[config.mk]
export PLATFORM = sky130hd
export DESIGN_NAME = arb_req_client
export DESIGN_NICKNAME = d
export VERILOG_FILES = /design/src/rtl/arb_req_client.sv
export SDC_FILE = /design/constraint.sdc
export NUM_CORES = 1
export LEC_CHECK = 0
export BUFFER_PORTS_ARGS = -buffer_cell sky130_fd_sc_hd__buf_2
export CAP_MARGIN = 25
export CELL_PAD_IN_SITES_DETAIL_PLACEMENT = 1
export CELL_PAD_IN_SITES_GLOBAL_PLACEMENT = 2
export CORE_MARGIN = 4
export CORE_UTILIZATION = 36
export DETAILED_ROUTE_END_ITERATION = 6
export HOLD_SLACK_MARGIN = 0.12
export PLACE_DENSITY = 0.71
export SYNTH_ARGS = -nofsm -noshare
export SYNTH_HDL_FRONTEND = slang
export SYNTH_SLANG_ARGS = --single-unit
[constraint.sdc]
create_clock -name i_clk -period 2.23 [get_ports i_clk]
set_input_delay 0.446 -clock i_clk [delete_from_list [all_inputs] [get_ports i_clk]]
set_output_delay 0.446 -clock i_clk [all_outputs]
set_load 0.01 [all_outputs]
[src/rtl/arb_req_client.sv]
// arb_req_client
// Requester-side front end for one port of a two-way req/gnt arbiter.
// Burst commands (a beat count each) are queued in a small FIFO. Each
// command is popped in IDLE, raises req, waits for gnt, then issues
// cmd_len data beats. It then drops req and waits for gnt to fall before
// the next command can start.
//
// Ports
//   i_clk         rising-edge clock
//   i_rst         asynchronous, active-high reset
//   i_cmd_valid   command offered
//   i_cmd_len     burst length in beats (0 = complete immediately, no req)
//   o_cmd_ready   FIFO can accept a command (not full)
//   o_req         registered request to the arbiter
//   i_gnt         grant from the arbiter (registered on its side)
//   o_beat_valid  a data beat occurs this cycle
//   o_beat_cnt    beats remaining, including the current one
//   o_busy        FSM is not idle
//   o_done        one-cycle pulse when a burst fully completes
module arb_req_client #(
  parameter int LEN_W = 4,
  parameter int DEPTH = 4,
  parameter int AW    = 2
) (
  input  logic             i_clk,
  input  logic             i_rst,
  input  logic             i_cmd_valid,
  input  logic [LEN_W-1:0] i_cmd_len,
  output logic             o_cmd_ready,
  output logic             o_req,
  input  logic             i_gnt,
  output logic             o_beat_valid,
  output logic [LEN_W-1:0] o_beat_cnt,
  output logic             o_busy,
  output logic             o_done
);

  localparam logic [1:0] S_IDLE    = 2'd0;
  localparam logic [1:0] S_REQ     = 2'd1;
  localparam logic [1:0] S_XFER    = 2'd2;
  localparam logic [1:0] S_RELEASE = 2'd3;

  localparam logic [AW-1:0]    PTR_ONE  = AW'(1);
  localparam logic [AW:0]      CNT_ONE  = (AW+1)'(1);
  localparam logic [AW:0]      CNT_FULL = (AW+1)'(DEPTH);
  localparam logic [LEN_W-1:0] LEN_ONE  = LEN_W'(1);

  // Command storage; only the pointers and count need reset
  logic [LEN_W-1:0] r_mem [DEPTH];
  logic [AW-1:0]    r_wr_ptr;
  logic [AW-1:0]    r_rd_ptr;
  logic [AW:0]      r_count;

  logic [1:0]       r_state;
  logic             r_req;
  logic [LEN_W-1:0] r_beat_cnt;
  logic             r_done;

  logic             w_push;
  logic             w_pop;
  logic [LEN_W-1:0] w_head;
  logic             w_beat;
  logic             w_last;

  assign o_cmd_ready  = (r_count != CNT_FULL);
  assign w_push       = i_cmd_valid & o_cmd_ready;
  // Head is read directly so a command pushed into an empty FIFO
  // can be popped on the very next cycle.
  assign w_pop        = (r_state == S_IDLE) & (r_count != '0);
  assign w_head       = r_mem[r_rd_ptr];
  // Losing gnt mid-burst stalls the transfer without counting a beat
  assign w_beat       = (r_state == S_XFER) & i_gnt;
  assign w_last       = w_beat & (r_beat_cnt == LEN_ONE);

  assign o_req        = r_req;
  assign o_beat_valid = w_beat;
  assign o_beat_cnt   = r_beat_cnt;
  assign o_busy       = (r_state != S_IDLE);
  assign o_done       = r_done;

  always_ff @(posedge i_clk) begin
    if (w_push) begin
      r_mem[r_wr_ptr] <= i_cmd_len;
    end
  end

  always_ff @(posedge i_clk or posedge i_rst) begin
    if (i_rst) begin
      r_wr_ptr <= '0;
      r_rd_ptr <= '0;
      r_count  <= '0;
    end else begin
      if (w_push) begin
        r_wr_ptr <= r_wr_ptr + PTR_ONE;
      end
      if (w_pop) begin
        r_rd_ptr <= r_rd_ptr + PTR_ONE;
      end
      case ({w_push, w_pop})
        2'b10:   r_count <= r_count + CNT_ONE;
        2'b01:   r_count <= r_count - CNT_ONE;
        default: r_count <= r_count;
      endcase
    end
  end

  always_ff @(posedge i_clk or posedge i_rst) begin
    if (i_rst) begin
      r_state    <= S_IDLE;
      r_req      <= 1'b0;
      r_beat_cnt <= '0;
      r_done     <= 1'b0;
    end else begin
      r_done <= 1'b0;
      case (r_state)
        S_IDLE: begin
          if (w_pop) begin
            if (w_head == '0) begin
              // Zero-length burst completes without touching the arbiter
              r_done <= 1'b1;
            end else begin
              r_beat_cnt <= w_head;
              r_req      <= 1'b1;
              r_state    <= S_REQ;
            end
          end
        end
        S_REQ: begin
          if (i_gnt) begin
            r_state <= S_XFER;
          end
        end
        S_XFER: begin
          if (w_last) begin
            r_req      <= 1'b0;
            r_beat_cnt <= '0;
            r_state    <= S_RELEASE;
          end else if (w_beat) begin
            r_beat_cnt <= r_beat_cnt - LEN_ONE;
          end
        end
        S_RELEASE: begin
          // Wait for the arbiter to withdraw gnt so the next req can never
          // overlap the previous grant.
          if (!i_gnt) begin
            r_state <= S_IDLE;
            r_done  <= 1'b1;
          end
        end
        default: r_state <= S_IDLE;
      endcase
    end
  end

endmodule

Word level (Yosys, flattened, before mapping)
Memory sizes are Yosys's and may differ from the RTL's.
Cells that the tools add are included.
{"block": "classes", "add_sub_neg": 5, "n_eq_ne": 13, "n_mux": 22, "bitwise": 4, "n_reduce_logical": 9}
{"op": "$mux 4", "n": 4}
{"op": "$mux 2", "n": 5}
{"op": "$ne 2x2->1 const B", "n": 5}
{"op": "$mux 1", "n": 8}
{"op": "$pmux 2 s4", "n": 1}
{"op": "$pmux 4 s2", "n": 1}
{"op": "$reduce_and 4->1", "n": 2}
{"op": "$eq 2x2->1 const B", "n": 3}
{"op": "$ne 3x3->1 const B", "n": 2}
{"op": "$pmux 3 s2", "n": 1}
{"op": "$reduce_bool 2->1", "n": 3}
{"op": "$reduce_and 5->1", "n": 1}
{"op": "$add 2x1->2 const B", "n": 2}
{"op": "$and 1x1->1", "n": 4}
{"op": "$eq 2x1->1 const B", "n": 2}
{"op": "$eq 4x1->1 const B", "n": 1}
{"op": "$logic_not 4->1", "n": 1}
{"op": "$pmux 1 s2", "n": 2}
{"op": "$sub 4x1->4 const B", "n": 1}
{"op": "$add 3x1->3 const B", "n": 1}
{"op": "$reduce_bool 3->1", "n": 1}
{"op": "$sub 3x1->3 const B", "n": 1}
{"op": "$logic_not 2->1", "n": 1}
{"block": "totals", "reg_bits": 15, "ramBits": 16, "output_inout_bits": 9, "word_cells": 61, "memories": 1}
{"memory": "r_mem", "words": 4, "width": 4, "read_ports": 1, "rd_clocked_by_memory_dff": 0, "write_ports": 1, "line": "49", "rtl": "logic [LEN_W-1:0] r_mem [DEPTH];"}

Longest topological paths before layout
{"block": "logic_depth", "depth_word": 5, "depth_mapped": 10, "mapped_depth_nobuf": 10}

Worst setup path after synthesis
Ideal clock, no wire load.
{"block": "synth_path", "kind": "flip-flop to flip-flop", "start": "reg r_state[0]", "end": "reg r_count[2]", "setup_ns": 0.079, "arrival_time_ns": 2.084, "required_ns": 2.151, "path_slack_ns": 0.067, "stages_incl_launch_ff": 11, "path_buffers": 0, "synth_period_minus_slack_ns": 2.163, "path_cell_list": "dfrtp_1 inv_1 ha_1 inv_1 nor2_1 ha_1 inv_1 fa_1 xor2_1 nor2_1 xor2_1"}
{"block": "synth_via", "elab_chain_cells": 4, "elab_cells_between_ends": 6}
{"element": "start, declared", "line": "54", "rtl": "logic [1:0] r_state;"}
{"element": "start signal, assigned", "line": "109", "rtl": "r_state <= S_IDLE;"}
{"element": "start signal, assigned", "line": "124", "rtl": "r_state <= S_REQ;"}
{"element": "start signal, assigned", "line": "130", "rtl": "r_state <= S_XFER;"}
{"element": "$logic_not 2->1 *", "line": "69", "rtl": "assign w_pop = (r_state == S_IDLE) & (r_count != '0);"}
{"element": "$and 1x1->1 *", "line": "69"}
{"element": "via w_pop", "line": "60", "rtl": "logic w_pop;"}
{"element": "$eq 2x1->1 / $eq 2x2->1 (equally long branches)", "line": "99", "rtl": "case ({w_push, w_pop})"}
{"element": "$pmux 3 s2 / $reduce_bool 2->1 (equally long branches)"}
{"element": "end signal, assigned", "line": "100", "rtl": "2'b10: r_count <= r_count + CNT_ONE;"}
{"element": "end signal, assigned", "line": "101", "rtl": "2'b01: r_count <= r_count - CNT_ONE;"}
{"element": "end signal, assigned", "line": "102", "rtl": "default: r_count <= r_count;"}
{"element": "end, declared", "line": "52", "rtl": "logic [AW:0] r_count;"}
The timed path passes the listed nets; every way through them passes the cells marked *.
A chain may end at the register's enable or synchronous reset.

Worst setup path after layout
{"block": "layout_path", "start": "reg r_state[1]", "end": "reg r_count[2]"}
Same word-level chain as after synthesis.

==> results.md <==
* Syn nets at approximately 150
* Post-synth top area share at 29.3%
* Rows at 24
* Setup_tns at 0 ns
* Tightest Hold Check Type: in -> async
* Area occupied by multi-input gates at approximately 730 sq um
* DR DRC count at 0
* Clk Latency, worst-skew pair at 0.28 ns
* Netlist cell types at 36
* Switching Share at about two fifths
* Post-route clock period utilization at between 90% and 100%
* CTS resizes at 0
* Sequential-to-total area share from yosys stat at 52.2%
* Crit Path Category: reg -> reg
* Die W at roughly 76 um
* First drt pass iteration count at 4
* Reg power frac at between 30 and 40%
* Placement Setup Slack at roughly 0.074 ns
* DRT antenna net count at 0
* Status: finished clean
* Total core area at 4380 sq um
* H-tree levels at 2
* Final hold vios at 0
* Post-DP HPWL at 2480 um
* Slew HR at a little under 60%
* Pwr per Cell Area at 1390 nW/um^2
* Worst Skew at 0.00728 ns
* Max-Cap Viols at 0
* DRT Wirelength at about 3200 um
* RSZ-0062 raised after global routing: false
* Dpl cells at approximately 200
* All-Layer GR Usage at approximately an eighth
* Post-CTS Hold Buffers at 0
* Combinational Power Share at between 40% and 50%
* Die H at 75.5 um
* Fin crit period at approximately 2.1 ns
* Port bufs at 16
* Number of global-route vias before repair at roughly 1100
* Ranking of synthesized cells by area: edfxtp_1 (29%), dfrtp_1 (23%), ha_1 (9.2%)
* Synthesized instance count at around 130
* Post-route setup slack at 0.150 ns
* Critical path arrival at 2.28 ns
* Worst-Margin Slew at 0.609 ns
* I/O pin count at 17
* Flops & latches, synth at 31
* Avg WL per Cell at roughly 15 um
* Startpoint types: flop
* CTS Buf Count at 5
* Syn Area/Cell at ~13 sq um
* Final nets at around 180
* Ant. Diodes at 0
* Final std cells w/o fill at roughly 210
* Routed vias/inst at 5.06
* Reg clk slew, reported paths at around 0.070 ns
* Setup violations, final at 0
* Sw power at between 0.001 and 0.0015 W
* CTS max path bufs at 2
* Required time of the critical path at around 2.4 ns
* Initial antenna violation count at 0
* Clock sink count at 31
* R2R setup slack at about 0.15 ns
* Clock share of power at 15.8%
* Synth-to-Final Area Change at 16.2%
* Fillers at just under 500
* Root buf cell: clkbuf_8
* Vias at approximately 1000
* Setup bufs post-CTS at 0
* Final Max Slew Viols at 0
* Maximum number of pins on one net before global-route repair at 16
* Register area at 856 sq um
* Internal Power at roughly 0.0016 W
* GPL Wtd Cong at approximately 0.74
* Gr ovfl total at 0
* Initial DRC Count at 23
* Static Leak at around 0.84 nW
* Die area at around 5700 sq um
* First-pass GRT wire length at about 5300 um
* Post-synth top area cell: edfxtp_1
* Fraction of layout cells with a size suffix above 1 at approximately 25%
* Starting density of the core at 37.4%
* CTS tree: yes
* YS warnings at 0
* Fmax at slightly below 0.5 GHz
* Mapped Area at 1640 sq um
* Peak VDD IR at 505 uV
* Crit Path Max Fanout at 5
* Crit path capture type: flop
metrics by stage:
step / power [W] / hold WS [ns] / area [sq um] / utilization, %
final: 0.00266 / 0.230 / 1910 / 43.5
after global routing: 0.00290 / 0.288 / 1910 / 43.5
after CTS: 0.00269 / 0.245 / 1890 / 43.2
after detailed placement: 0.00225 / 0.501 / 1810 / 41.2
after global placement: 0.00220 / 0.494 / 1810 / 41.2
after floorplan: 0.00188 / 0.347 / 1640 / -
cells in the final DEF, fill, tap and decap left out, drive strengths merged:
cell | synthesis | final
buf | 1 | 21
edfxtp | 16 | 16
dfrtp | 15 | 15
inv | 13 | 13
ha | 12 | 12
nor2 | 9 | 9
a21oi | 6 | 6
nand2 | 5 | 5
o21ai | 5 | 5
and3 | 5 | 5
clkbuf | 1 | 5
nor3 | 4 | 4
mux4 | 4 | 4
mux2i | 3 | 3
xnor2 | 3 | 3
xor2 | 3 | 3
nor4 | 2 | 2
a211oi | 2 | 2
clkinv | 0 | 2
or4 | 2 | 2
o211a | 2 | 2
nand3 | 2 | 2
and2 | 2 | 2
nand3b | 1 | 1
or2b | 1 | 1
nand4bb | 1 | 1
a21o | 1 | 1
o311ai | 1 | 1
nor3b | 1 | 1
nor2b | 1 | 1
or3 | 1 | 1
a211o | 1 | 1
mux2 | 1 | 1
fa | 1 | 1
clkinvlp | 0 | 1
sequential cells by signal, indices dropped and copies added, names as in the netlist:
| signal | count |
|---|---|
| r_rd_ptr | 2 |
| o_done | 1 |
| r_count | 3 |
| o_req | 1 |
| r_wr_ptr | 2 |
| r_mem | 16 |
| r_state | 2 |
| o_beat_cnt | 4 |
synthesized netlist by cell type (all sizes together):
cell type,count
mux2,1
nand3,2
dfrtp,15
a21o,1
xor2,3
a21oi,6
o311ai,1
nor3,4
nor2b,1
inv,13
or3,1
or4,2
nor4,2
nor2,9
clkbuf,1
fa,1
and2,2
nand4bb,1
a211oi,2
nor3b,1
a211o,1
nand2,5
or2b,1
mux4,4
xnor2,3
ha,12
nand3b,1
o21ai,5
and3,5
edfxtp,16
mux2i,3
o211a,2
buf,1
path summary, 6_finish.rpt:
path	start	endpoint	cells past startpoint
max	r_state[1]$_DFFE_PP0P_	r_count[2]$_DFFE_PP0P_	10
min	i_rst	r_rd_ptr[1]$_DFFE_PP0P_	2
max reg2reg	r_state[1]$_DFFE_PP0P_	r_count[2]$_DFFE_PP0P_	10
min reg2reg	r_count[0]$_DFFE_PP0P_	r_count[0]$_DFFE_PP0P_	1
max in group asynchronous	i_rst	r_wr_ptr[0]$_DFFE_PP0P_	2
min in group i_clk	i_cmd_len[2]	r_mem[3][2]$_DFFE_PP_	1
layout make-up:
class | count | area share (%)
multi-input combinational | 82 | 38.5
inverter | 13 | 2.56
sequential | 31 | 44.9
clock buffer | 5 | 3.61
timing repair buffer | 21 | 6.17
tap | 52 | 3.41
clock inverter | 3 | 0.788
layer usage:
layer | up-vias | part of all wire [%] | GRT usage, %
met5 | - | 0 | 0
met4 | 0 | 0.44 | 4.08
met3 | 2 | 4.0 | 3.56
met2 | 18 | 51 | 21.1
met1 | 513 | 44 | 15.3
li1 | 514 | - | -
cell families after synthesis:
| kind of cell | count (synthesis) | synth area share, % |
|---|---|---|
| and+or+nand+nor | 37 | 12.9 |
| xor gates and xnor gates | 6 | 3.20 |
| muxes | 8 | 8.92 |
| buffers and inverters | 15 | 3.89 |
| adders and majority gates | 13 | 10.4 |
| AOI/OAI and AO/OA | 18 | 8.54 |
| DFF | 31 | 52.2 |
worst max-delay path, stage by stage (launching register included):
cell and delay, ns:
dfrtp_1 0.41, inv_1 0.12, ha_2 0.23, inv_1 0.08, nor2_2 0.14, ha_2 0.21
inv_1 0.05, fa_1 0.36, xor2_1 0.15, nor2_1 0.11, xor2_1 0.14
power by group through the flow:
stage	sequential, W	clock [W]	combinational (W)
floorplan	0.000952	0	0.000927
global placement	0.000967	0	0.00124
detailed placement	0.000980	0	0.00127
CTS	0.000969	0.000440	0.00128
global route	0.000995	0.000463	0.00144
finish	0.000966	0.000420	0.00127
No activity file was read; power rests on OpenSTA's default activity.
